## src/rtl/fetch_unit_pkg.sv

```systemverilog
// Constants and types shared by the instruction-fetch stage and its buffer.
package fetch_unit_pkg;

  localparam int unsigned FETCH_DEPTH = 2;
  localparam logic [31:0] BUBBLE_INST = 32'h0000_0000;
  localparam logic [31:0] PC_STEP     = 32'd4;

  typedef struct packed {
    logic [31:0] pc;
    logic [31:0] inst;
  } fetch_entry_t;

  function automatic logic [31:0] next_pc(input logic [31:0] pc);
    return pc + PC_STEP;
  endfunction

endpackage

```

## src/rtl/fetch_buffer.sv

```systemverilog
// Two-entry {pc,inst} queue between instruction memory and the IF/ID register.
// Flush empties it in one cycle; a push and a pop in the same cycle keep the count.
module fetch_buffer
  import fetch_unit_pkg::*;
(
  input  logic         clk_i,
  input  logic         rst_i,
  input  logic         push_i,
  input  logic         pop_i,
  input  logic         flush_i,
  input  fetch_entry_t data_i,
  output fetch_entry_t head_o,
  output logic [1:0]   count_o
);

  fetch_entry_t r_mem [FETCH_DEPTH];
  logic         r_rd_ptr;
  logic         r_wr_ptr;
  logic [1:0]   r_count;
  logic         w_push;
  logic         w_pop;

  assign w_pop  = pop_i && (r_count != 2'd0);
  assign w_push = push_i && ((r_count != 2'(FETCH_DEPTH)) || w_pop);

  // NOTE: the payload array is deliberately not reset; r_count alone says which
  // entries are live, so clearing storage would add reset fan-out for nothing.
  always_ff @(posedge clk_i) begin
    if (w_push) begin
      r_mem[r_wr_ptr] <= data_i;
    end
  end

  // NOTE: state registers use non-blocking assignments so every flop samples
  // the pre-edge values, independent of statement order.
  always_ff @(posedge clk_i) begin
    if (!rst_i || flush_i) begin
      r_rd_ptr <= 1'b0;
      r_wr_ptr <= 1'b0;
      r_count  <= 2'd0;
    end else begin
      if (w_push) r_wr_ptr <= ~r_wr_ptr;
      if (w_pop)  r_rd_ptr <= ~r_rd_ptr;
      case ({w_push, w_pop})
        2'b10:   r_count <= r_count + 2'd1;
        2'b01:   r_count <= r_count - 2'd1;
        default: r_count <= r_count;
      endcase
    end
  end

  assign head_o  = r_mem[r_rd_ptr];
  assign count_o = r_count;

endmodule

```

## src/rtl/fetch_unit.sv

```systemverilog
// Instruction fetch stage: issues up to two outstanding memory requests, drops
// responses made stale by a redirect, and presents in-order {PC,inst} to IF/ID.
module fetch_unit
  import fetch_unit_pkg::*;
#(
  parameter logic [31:0] RESET_PC = 32'h0000_0000
) (
  input  logic        clk_i,
  input  logic        rst_i,
  input  logic        stall_i,
  input  logic        redirect_i,
  input  logic [31:0] redirect_pc_i,
  output logic        imem_req_o,
  output logic [31:0] imem_addr_o,
  input  logic        imem_gnt_i,
  input  logic        imem_rvalid_i,
  input  logic [31:0] imem_rdata_i,
  output logic [31:0] inst_o,
  output logic [31:0] PC_o,
  output logic        valid_o
);

  logic [31:0]  r_fetch_pc;
  logic [31:0]  r_resp_pc;
  logic [1:0]   r_inflight;
  logic [1:0]   r_discard;

  logic [1:0]   w_count;
  logic [2:0]   w_outstanding;
  logic [1:0]   w_inflight_next;
  logic [31:0]  w_target;
  logic         w_grant;
  logic         w_drop;
  logic         w_push;
  logic         w_pop;
  fetch_entry_t w_entry;
  fetch_entry_t w_head;

  // Masking keeps every target bit in use while forcing word alignment.
  assign w_target      = redirect_pc_i & ~32'h0000_0003;
  assign w_outstanding = {1'b0, r_inflight} + {1'b0, w_count};

  // Buffered plus in-flight words never exceed the buffer depth, so a returning
  // response always has a free slot.
  assign imem_req_o  = rst_i && !redirect_i && (w_outstanding < 3'(FETCH_DEPTH));
  assign imem_addr_o = r_fetch_pc;
  assign w_grant     = imem_req_o && imem_gnt_i;

  assign w_drop  = imem_rvalid_i && (redirect_i || (r_discard != 2'd0));
  assign w_push  = imem_rvalid_i && !w_drop;
  assign valid_o = (w_count != 2'd0);
  assign w_pop   = valid_o && !stall_i && !redirect_i;
  assign w_entry = '{pc: r_resp_pc, inst: imem_rdata_i};

  assign w_inflight_next = r_inflight + 2'(w_grant) - 2'(imem_rvalid_i);

  always_ff @(posedge clk_i) begin
    if (!rst_i) begin
      r_fetch_pc <= RESET_PC;
      r_resp_pc  <= RESET_PC;
      r_inflight <= 2'd0;
      r_discard  <= 2'd0;
    end else if (redirect_i) begin
      // Everything still outstanding after this edge belongs to the old path.
      r_fetch_pc <= w_target;
      r_resp_pc  <= w_target;
      r_inflight <= w_inflight_next;
      r_discard  <= w_inflight_next;
    end else begin
      r_inflight <= w_inflight_next;
      if (w_grant) r_fetch_pc <= next_pc(r_fetch_pc);
      if (w_push)  r_resp_pc  <= next_pc(r_resp_pc);
      if (w_drop)  r_discard  <= r_discard - 2'd1;
    end
  end

  fetch_buffer u_buffer (
    .clk_i   (clk_i),
    .rst_i   (rst_i),
    .push_i  (w_push),
    .pop_i   (w_pop),
    .flush_i (redirect_i),
    .data_i  (w_entry),
    .head_o  (w_head),
    .count_o (w_count)
  );

  // NOTE: outputs get their bubble values first so every path assigns them and
  // no latch is inferred.
  always_comb begin
    inst_o = BUBBLE_INST;
    PC_o   = 32'h0000_0000;
    if (valid_o) begin
      inst_o = w_head.inst;
      PC_o   = w_head.pc;
    end
  end

endmodule

```

## config.mk

```make
export PLATFORM = sky130hd
export DESIGN_NAME = fetch_unit
export DESIGN_NICKNAME = d
export VERILOG_FILES = /design/src/rtl/fetch_unit_pkg.sv /design/src/rtl/fetch_buffer.sv /design/src/rtl/fetch_unit.sv
export SDC_FILE = /design/constraint.sdc
export NUM_CORES = 1
export LEC_CHECK = 0
export CORE_MARGIN = 3
export CORE_UTILIZATION = 44
export CTS_CLUSTER_SIZE = 20
export DETAILED_ROUTE_END_ITERATION = 16
export PLACE_DENSITY = 0.7
export SYNTH_ARGS = -nofsm -noshare
export SYNTH_HDL_FRONTEND = slang
export SYNTH_SLANG_ARGS = --single-unit
```

## constraint.sdc

```tcl
create_clock -name clk_i -period 6.2 [get_ports clk_i]
set_input_delay 0.62 -clock clk_i [delete_from_list [all_inputs] [get_ports clk_i]]
set_output_delay 0.62 -clock clk_i [all_outputs]
set_load 0.05 [all_outputs]
```

---- Word-level counts from Yosys, hierarchy flattened ----
Memory sizes are Yosys's and may differ from the RTL's. A register that Yosys moved wholly into a read port is not among the register bits.
Cells that the tools add are included.
word-level totals
  bits in read-only memories .............. 0
  memories kept ........................... 1
  bits of input ports ..................... 70
  latch bits .............................. 0
  register bits after elaboration ......... 72
  bits in writable memories ............... 128
memory list
  memory          depth  bits a word  rd ports  clocked after Yosys merged registers in  wr ports  line                source
  u_buffer.r_mem  2      64           1         1                                        1         fetch_buffer.sv:16  fetch_entry_t r_mem [FETCH_DEPTH];
cells by class
  divide/modulo/power cells ............... 0
  mux-type cells .......................... 13
  shift-type cells ........................ 0
  bitwise gates (word level) .............. 3
  reduce and logical (&&, ||, !) cells .... 23
  $mul .................................... 0
  add/subtract/negate cells ............... 8
  eq/ne operators ......................... 3
  order comparisons ....................... 1
operators by type and width
  kind                     count
  $mux W32                 6
  $add A32 B3 Y32 const B  2
  $reduce_bool A2 Y1       6
  $logic_and A1 B1 Y1      9
  $logic_not A1 Y1         4
  $mux W1                  4
  $mux W2                  2
  $pmux W2 S2              1
  $sub A2 B1 Y2 const B    2
  $add A2 B2 Y3            1
  $logic_or A1 B1 Y1       3
  $lt A3 B2 Y1 const B     1
  $not A1 Y1               3
  $add A2 B1 Y2            1
  $add A2 B1 Y2 const B    1
  $eq A2 B1 Y1 const B     1
  $eq A2 B2 Y1 const B     1
  $ne A2 B2 Y1 const B     1
  $reduce_or A2 Y1         1
  $sub A2 B1 Y2            1

---- Logic depth before layout (Yosys ltp) ----
Gate-level depths: netlist (run 1).
  depth after elaboration ................. 8
  depth in mapped cells ................... 11

---- Modules after synthesis ----
Synthesis (run 1) repeated with hierarchy kept, for this count alone.
second synthesis, totals
  cell total of the unflattened synthesis .. 756
  area total of the unflattened synthesis .. 9007.4 um^2
by module, submodules not included
  module        instances  cells each  sequential area each (um^2)  area each (um^2)
  fetch_buffer  1          228         3943.8                       4867.2
  fetch_unit    1          528         1281.2                       4140.2

---- Worst setup path after synthesis (run 1) ----
No wires, ideal clock.
  path type ............................... input-to-reg
  start ................................... in stall_i
  end ..................................... mem u_buffer.r_mem[0][0] (netlist name) (enable)
  library setup time ...................... 0.490 ns
  setup slack ............................. 1.722 ns
  stages .................................. 3
  required time ........................... 5.710 ns
  path buffers ............................ 1
  arrival ................................. 3.988 ns
  cell sequence ........................... clkbuf_1 a311oi_1 nor2b_1
between the ends
  longest elaborated chain between the ends .. 8
RTL lines
  what                               line                source
  from (decl)                        fetch_unit.sv:10    input logic stall_i,
  $logic_not A1 Y1                   fetch_unit.sv:52    assign w_pop = valid_o && !stall_i && !redirect_i;
  $logic_and A1 B1 Y1 (2 in series)  fetch_unit.sv:52
  $logic_and A1 B1 Y1                fetch_buffer.sv:23  assign w_pop = pop_i && (r_count != 2'd0);
  $logic_or A1 B1 Y1                 fetch_buffer.sv:24  assign w_push = push_i && ((r_count != 2'(FETCH_DEPTH)) || w_pop);
  $logic_and A1 B1 Y1                fetch_buffer.sv:24
  $mux W1                            fetch_buffer.sv:29  if (w_push) begin
  $mux W1 (not written as such)      fetch_buffer.sv:30  r_mem[r_wr_ptr] <= data_i;
  to (decl)                          fetch_buffer.sv:16
Every way passes these cells.

---- Worst setup path in the final report (run 1) ----
  start ................................... in rst_i
  end ..................................... out imem_req_o
between the ends
  longest elaborated chain between the ends .. 2
RTL lines
  what                               line              source
  from (decl)                        fetch_unit.sv:9   input logic rst_i,
  $logic_and A1 B1 Y1 (2 in series)  fetch_unit.sv:45  assign imem_req_o = rst_i && !redirect_i && (w_outstanding < 3'(FETCH_DEPTH));
  to (decl)                          fetch_unit.sv:13  output logic imem_req_o,
Every way passes these cells.

==> results, run 1 <==
- The count of clock tree sinks is 193.
- Summed over its instances, the top area cell type makes up a little over two fifths of the synthesized netlist area.
- The peak supply drop is 0.000184 V.
- The area growth from synthesis to layout is 27.6%.
- The max-slew violation total from the final report came to 0.
- The initial core utilization is 45.4%.
- The share of post-route cells with drive strength above 1 is about 5.8%.
- In the post-synthesis netlist, the biggest area contributors are edfxtp_1 43%, dfxtp_1 16%, mux2i_1 7.3%.
- The startpoint of the lowest-slack hold path is u_buffer.r_rd_ptr.
- The run finished with clean final reports.
- The final period utilization is 57.7%.
- On the final layout, the worst hold slack is between 500 and 600 ps.
- The area share of fa/ha/maj cells after synthesis is 0.959%.
- The library cell used most frequently in the layout, excluding fill and tap cells, is clkdlybuf4s50_1.
- At the end of the flow, the number of nets in the layout was slightly below 1000.
- The detailed router finished its first iteration with 455 violations.
- The compound-cell area share of the yosys netlist is approximately 10%.
- The number of buffers inserted by post-CTS setup repair is 0.
- Summed over all layers, the routed wires come to 20700 µm.
- The worst setup path is of the input pin to primary output kind.
- At the end of routability-driven placement, the weighted congestion stood at ~0.9.
- TritonCTS created 17 clock buffers.
- The number of synthesized register bits is ~190.
- The worst-case headroom to the max-slew limit is 31.3%.
- The largest buffer count on any clock path is 2.
- The number of nets still failing antenna checks after routing is 0.
- The final design utilization is between 50% and 60%.
- The startpoint of the worst setup timing path is rst_i.
- Dividing the detail-routed via count by the number of cells gives ~5.6.
- Once the clock tree was built, the resizer swapped 0 gates to a different size.
- The insertion delay of the later-clocked pin in the worst-skew pair is 420 ps.
- In this run the number of H-tree levels came out at 4.
- The most critical setup path has its endpoint at imem_req_o.
- The least setup slack across all paths after layout is 2620 ps.
- Setup repair after global routing left no endpoint under its margin.
- The die covers 21300 µm².
- The worst register-to-register path ends at u_buffer.r_mem[1][63].
- TritonCTS built the clock tree.
- After detailed placement, the total cell area comes to ~10000 µm².
- The clock slew at the register clock pins of the worst setup and hold paths is 70 ps.
- After synthesis, the share of flip-flops with an asynchronous set or reset is 0%.
- The cell accounting for the most synthesized area is edfxtp_1.
- For this run, design rule violations remaining after detail routing come to 0.
- The time the final worst path needs with I/O delays and setup is 3580 ps.
- The final cell count without fillers is approximately 1200.
- The power per cell area is 275 nW/µm².
- The via count of the first global-routing pass is 6190.
- The synthesized netlist devotes 2.34% of its cell area to XOR and XNOR gates.
- The count of hold buffers inserted by post-cts repair is 0.
- Timing would allow up to 0.280 GHz.
- In this run the cell area of the synthesized design comes to 8610 µm².
- The largest fanout on the critical path is 41.
- The leading register cell type out of synthesis is edfxtp_1.
- The count of max-cap constraint violations is 0.
- The fill cell total of the finished layout is 1598.
- The analysis attributes to cell leakage a power of 3.52 nW.
- The die is between 100 and 150 µm wide.
- The average instance area after synthesis is 11.4 µm².
- The nature of the critical path startpoint is an input pin.
- Data on the critical path is required at its endpoint by 5580 ps.
- Setup violations remaining at the end of the flow were counted as 0.
- The cell count after synthesis is approximately 760.
- For the final routed database, the setup TNS stands at 0 ps.
- For the pin with the worst max-slew slack, the measured transition is about 1000 ps.
- The depth of the worst register-to-register path is 6.
- Across every metal layer, demand over resource in global routing totals 19.3%.
- The number of different library cells used by synthesis comes to 62.
- The critical register-to-register path startpoint is r_discard[0].
- The data arrival time of the worst path is 2960 ps.
- The Yosys step of the flow raised 0 warnings.
- Buffers placed on the I/O ports in this run total 161.
- The placement-stage worst setup slack is ~2400 ps.
- The final-report hold violation count is 0.
- The number of enable flip-flop cells after synthesis is 124.
- The first-pass GRT wire length is 33200 µm.
- The type of destination of the critical path is a primary output.
- Power comes to 3.02 mW.
- Once placement completed, the tool counted placed cells totaling about 1100.
- The clock arrives with 8.82 ps of skew.
- By area, the combinational part of the netlist is dominated by simple AND/OR/NAND/NOR gates.
- The global route total overflow is 0.
- The cell sitting at the root of the clock tree is a clkbuf_16.
- The library cells used most frequently in the layout, excluding fill and tap cells, are 161 x clkdlybuf4s50_1, 124 x edfxtp_1, 79 x nor2_1, 68 x dfxtp_1, 63 x mux2i_1.
- The class of the worst hold path is flop to flop.
- The total area inside the core boundary comes to approximately 19000 µm².
- Detailed placement ended at an HPWL of 14100 µm.
- For flop-to-flop paths, the worst setup slack is 3090 ps.
- The number of antenna violations at the first check in global routing is 0.
- After routing the design area is 11000 µm².
- After Yosys synthesis, and, or, nand and nor cells account for between 10% and 20% of the synthesized area.
- The number of inserted diodes is 0.
- The portion of the post-synthesis area used by sequential elements is 59.3%.
- The via count is 6590.
- Entering global routing, the biggest net connects 66 pins.
- The total I/O pin count is between 150 and 200.
- The number of iterations in the first detailed-routing pass is 5.
- The number of placement rows is 50.
- The average wire length per cell after detail routing is 17.7 µm.
- The share of cell area taken by muxes after synthesis is 7.32%.
- The die height is 146 µm.
==> Yosys cell counts (all sizes together) (5+ instances only) <==
master / n
nand2: 39
o31ai: 17
and4: 16
xor2: 9
inv: 12
edfxtp: 124
buf: 19
xnor2: 14
and3: 12
nor4: 11
a21oi: 31
o21ai: 38
and2: 6
nor3: 10
nand3: 24
mux2i: 63
a31oi: 24
or3: 9
dfxtp: 69
clkbuf: 32
ha: 5
nand4: 27
or4: 18
nor2: 81
==> cells by family (layout without fill, tap and decap cells) <==
kind of cell	Yosys count	after routing
other	1	4
DFF	193	193
AOI/OAI and AO/OA	138	138
and+or+nand+nor	270	270
buffers and inverters	63	213
adders and majority gates	6	6
muxes	63	63
xor gates and xnor gates	23	23
==> per-layer routing <==
layer | share of wire, % | wire length (µm) | vias up | GRT usage (%)
met1 | 46 | 9580 | 3141 | 27.3
met2 | 44 | 9190 | 263 | 29.5
met5 | 0 | 0 | - | 0
li1 | - | - | 3155 | -
met3 | 7.5 | 1550 | 31 | 4.30
met4 | 1.7 | 356 | 0 | 6.70
==> final cells by class <==
cell class / instances / area (µm²) / share of cell area, %
repair buffers: 169 / 1670 / 15.2
clock buffers: 17 / 425 / 3.87
well taps: 260 / 325 / 2.96
inverters: 12 / 45.0 / 0.410
flip-flops and latches: 193 / 5110 / 46.5
multi-input cells: 504 / 3270 / 29.7
clock inverters: 15 / 148 / 1.34
==> power by group <==
group	switching [mW]	internal (mW)	leakage (nW)
Clock	0.494	0.567	0.280
Sequential	0.0609	1.44	1.71
Combinational	0.287	0.168	1.53
Total	0.843	2.18	3.52
==> critical path, cell delays in order <==
cell,delay [ps]
clkdlybuf4s50_1,450
buf_4,350
nand2b_1,430
nor3_1,250
clkdlybuf4s50_1,840
==> state kept, by name (all words and copies together) (netlist names), named ones only <==
| register | count |
|---|---|
| r_discard | 2 |
| u_buffer.r_mem | 124 |
| u_buffer.r_rd_ptr | 1 |
| r_resp_pc | 30 |
| u_buffer.count_o | 2 |
| u_buffer.r_wr_ptr | 1 |
| imem_addr_o | 30 |
| r_inflight | 2 |
==> worst min-delay path by stage <==
| stage | endpoint | slack [ps] | cells past startpoint |
|---|---|---|---|
| 2_1_floorplan | u_buffer.r_mem[0][45] | 420 | 0 |
| 3_3_place_gp | flop | 490 | 2 |
| 3_5_place_dp | flop | 490 | 2 |
| 4_1_cts | flop | 510 | 2 |
| 5_1_grt | u_buffer.r_mem[0][40] | 530 | 0 |
| 6_report | u_buffer.r_rd_ptr | 510 | 2 |
Note: power is estimated with default switching activity, not from simulation.
==> run 2, diff against run 1 <==
--- a/config.mk
+++ b/config.mk
@@ -9,7 +9,7 @@
 export CORE_UTILIZATION = 44
 export CTS_CLUSTER_SIZE = 20
 export DETAILED_ROUTE_END_ITERATION = 16
-export PLACE_DENSITY = 0.7
+export PLACE_DENSITY = 0.72
 export SYNTH_ARGS = -nofsm -noshare
 export SYNTH_HDL_FRONTEND = slang
 export SYNTH_SLANG_ARGS = --single-unit
==> constraint.sdc (replaced) <==
create_clock -name clk_i -period 2.9 [get_ports clk_i]
set_input_delay 0.29 -clock clk_i [delete_from_list [all_inputs] [get_ports clk_i]]
set_output_delay 0.29 -clock clk_i [all_outputs]
set_load 0.05 [all_outputs]
==> run 2 against run 1 <==
Hold slack worse by 64 ps. Sequential share of layout area down 0.70 points. Die area unchanged. Wire length up 2.4%. Combinational power up 120%. Global-route usage up 0.29 points. Critical endpoint is now r_discard[1]. Clock power up 110%.
==> results, run 2 (synthesis results as in run 1) <==
- The power per cell area is 579 nW/µm² (was 275 nW/µm²).
- The fill cell total of the finished layout is 1558 (was 1598).
- The worst path uses around 94% of the clock period.
- The number of inserted diodes is 0 (unchanged).
- The count of max-cap constraint violations is 0 (unchanged).
- The transition time of the tightest slew-check pin came to 705 ps (was 1030 ps).
- The die height came to 146 µm (unchanged).
- The depth of the worst register-to-register path is 11 (was 6).
- Setup repair after global routing missed its margin: no (unchanged).
- The worst-case hold slack is 446 ps (was 511 ps).
- The worst flop-to-flop path endpoint is r_discard[1] (was u_buffer.r_mem[1][63]).
- The worst-case register-to-register setup slack came to 160 ps (was 3090 ps).
- The static power due to leakage is 3.60 nW (was 3.52 nW).
- The global route total overflow came to 0 (unchanged).
- The largest buffer count on any clock path is 2 (unchanged).
- The number of port buffers is 161 (unchanged).
- The overall routed net length came to 21200 µm (was 20700 µm).
- Outcome: finished clean (unchanged).
- The first-pass GRT wire length is 33600 µm (was 33200 µm).
- The critical register-to-register path startpoint is r_inflight[0] (was r_discard[0]).
- The largest clock skew in the final design is 10.2 ps (was 8.82 ps).
- The via count of the first global-routing pass is 6275 (was 6190).
- The total I/O pin count is 168 (unchanged).
- The largest fanout on the critical path is 9 (was 41).
- The total power is 6.46 mW (was 3.02 mW).
- The number of flip-flops under the largest register name came to 124 (unchanged).
- The post-layout instance area was 11200 µm² (was 11000 µm²).
- The data arrival time of the worst path was 3060 ps (was 2960 ps).
- The vias per cell was 5.65 (was 5.63).
- The worst-case headroom to the max-slew limit is 52.6% (was 31.3%).
- The post-cts gate resize count is 0 (unchanged).
- The endpoint required time on the critical path is 3220 ps (was 5580 ps).
- The count of clock tree sinks came to 193 (unchanged).
- The share of post-route cells with drive strength above 1 is 7.47% (was 5.82%).
- The type of destination of the critical path was a flop (was primary output).
- The start-to-end type of the worst setup path is flop to flop (was input pin to primary output).
- The number of DRC markers in iteration 0 was 591 (was 455).
- The largest net degree at the start of global routing is 66 (unchanged).
- The max-slew violation total from the final report is 0 (unchanged).
- The net count reported at finish is 987 (was 973).
- The CTS tree is built (unchanged).
- The routability congestion estimate is 0.917 (was 0.884).
- The area growth from synthesis to layout came to 29.6% (was 27.6%).
- The final-report hold violation count is 0 (unchanged).
- The placed instance area came to 10600 µm² (was 10400 µm²).
- The number of nets still failing antenna checks after routing was 0 (unchanged).
- The final design utilization came to 58.9% (was 58.0%).
- The die extent in x is 146 µm (unchanged).
- The final total negative setup slack came to 0 ps (unchanged).
- The number of antenna violations at the first check in global routing is 0 (unchanged).
- The post-detailed-route DRC marker count came to 0 (unchanged).
- The peak supply drop is 0.000471 V (was 0.000184 V).
- The initial core utilization was 45.4% (unchanged).
- The detailed placer's ending HPWL is 15000 µm (was 14100 µm).
- The number of buffers created by CTS is 17 (unchanged).
- The area enclosed by the die boundary is 21300 µm² (unchanged).
- The number of iterations in the first detailed-routing pass was 6 (was 5).
- The clock slew at the register clock pins of the worst setup and hold paths came to 70 ps (about the same).
- Commonest cells after routing, fill and taps aside: 157 x clkdlybuf4s50_1, 124 x edfxtp_1, 79 x nor2_1, 68 x dfxtp_1, 63 x mux2i_1 (was 161 x clkdlybuf4s50_1, 124 x edfxtp_1, 79 x nor2_1, 68 x dfxtp_1, 63 x mux2i_1).
- The most frequent standard cell in the layout excluding fill and tap cells is clkdlybuf4s50_1 (unchanged).
- The count of hold buffers inserted by post-cts repair came to 0 (unchanged).
- The number of placement rows is 50 (unchanged).
- The most flop-heavy register is u_buffer.r_mem (unchanged).
- The all-layer global routing usage came to 19.6% (was 19.3%).
- The H-tree depth reported by CTS is 4 (unchanged).
- The class of the worst hold path is input pin to flop (was flop to flop).
- The startpoint of the worst setup timing path was r_inflight[0] (was rst_i).
- The average wire length per cell after detail routing was 17.9 µm (was 17.7 µm).
- The via count is 6687 (was 6590).
- The number of buffers inserted by post-CTS setup repair is 0 (unchanged).
- The core outline area is 19000 µm² (unchanged).
- The root cell of the clock tree is clkbuf_16 (unchanged).
- The insertion delay of the later-clocked pin in the worst-skew pair is 430 ps (was 420 ps).
- The endpoint of the worst setup timing path is r_discard[1] (was imem_req_o).
- The final-report setup violation count was 0 (unchanged).
- The nature of the critical path startpoint is a flop (was input pin).
- The maximum operating frequency is between 0.3 and 0.4 GHz.
- The time the final worst path needs with I/O delays and setup is 2740 ps.
run 2: cell types whose count changed in the layout (fill, tap and decap cells not counted), sizes merged:
cell / delta
clkinvlp: +3
clkinv: -3
inv: -1
clkdlybuf4s50: -4
clkbuf: +1
buf: +18
run 2: stage by stage:
step / instances / setup WS [ps]
after global placement: 1152 / 205
final: 1184 / 161
after detailed placement: 1152 / 173
after global routing: 1184 / 12.7
after CTS: 1184 / 161
after floorplan: 760 / 294
run 2: area by class of cell:
type	instances	area, µm²	area share [%]
Clock inverter	14	129	1.15
Timing Repair Buffer	183	1850	16.6
Tap cell	260	325	2.92
Inverter	12	45.0	0.404
Clock buffer	18	429	3.85
Sequential cell	193	5110	45.8
Multi-Input combinational cell	504	3270	29.3
run 2: routing by layer:
layer | share of wire [%] | track usage, %
met4 | 1.7 | 5.56
met5 | 0 | 0
met1 | 44 | 27.9
met3 | 8.9 | 4.42
met2 | 45 | 30.2
run 2: worst min path at each step:
stage,start,endpoint,slack (ps),cells after the start
floorplan,imem_rdata_i[0],u_buffer.r_mem[0][0],390,0
detailed placement,u_buffer.r_rd_ptr,flop,500,2
global route,imem_rdata_i[13],u_buffer.r_mem[0][13],430,1
global placement,u_buffer.r_rd_ptr,flop,480,2
finish,imem_rdata_i[17],u_buffer.r_mem[0][17],450,1
CTS,imem_rdata_i[22],u_buffer.r_mem[1][22],430,1
run 2: report_power, final:
| part | internal (mW) | switching (mW) |
|---|---|---|
| clock | 1.20 | 1.03 |
| combinational | 0.389 | 0.626 |
| sequential | 3.09 | 0.130 |
| total | 4.67 | 1.78 |
run 2: worst max-delay path, stage by stage, from the launching register on:
cell,delay (ps)
dfxtp_1,320
and2_1,160
fa_1,490
or3b_4,450
nor2_4,180
inv_2,110
ha_1,280
inv_1,30
ha_1,180
xnor2_1,150
nor2_1,70
a22o_1,230
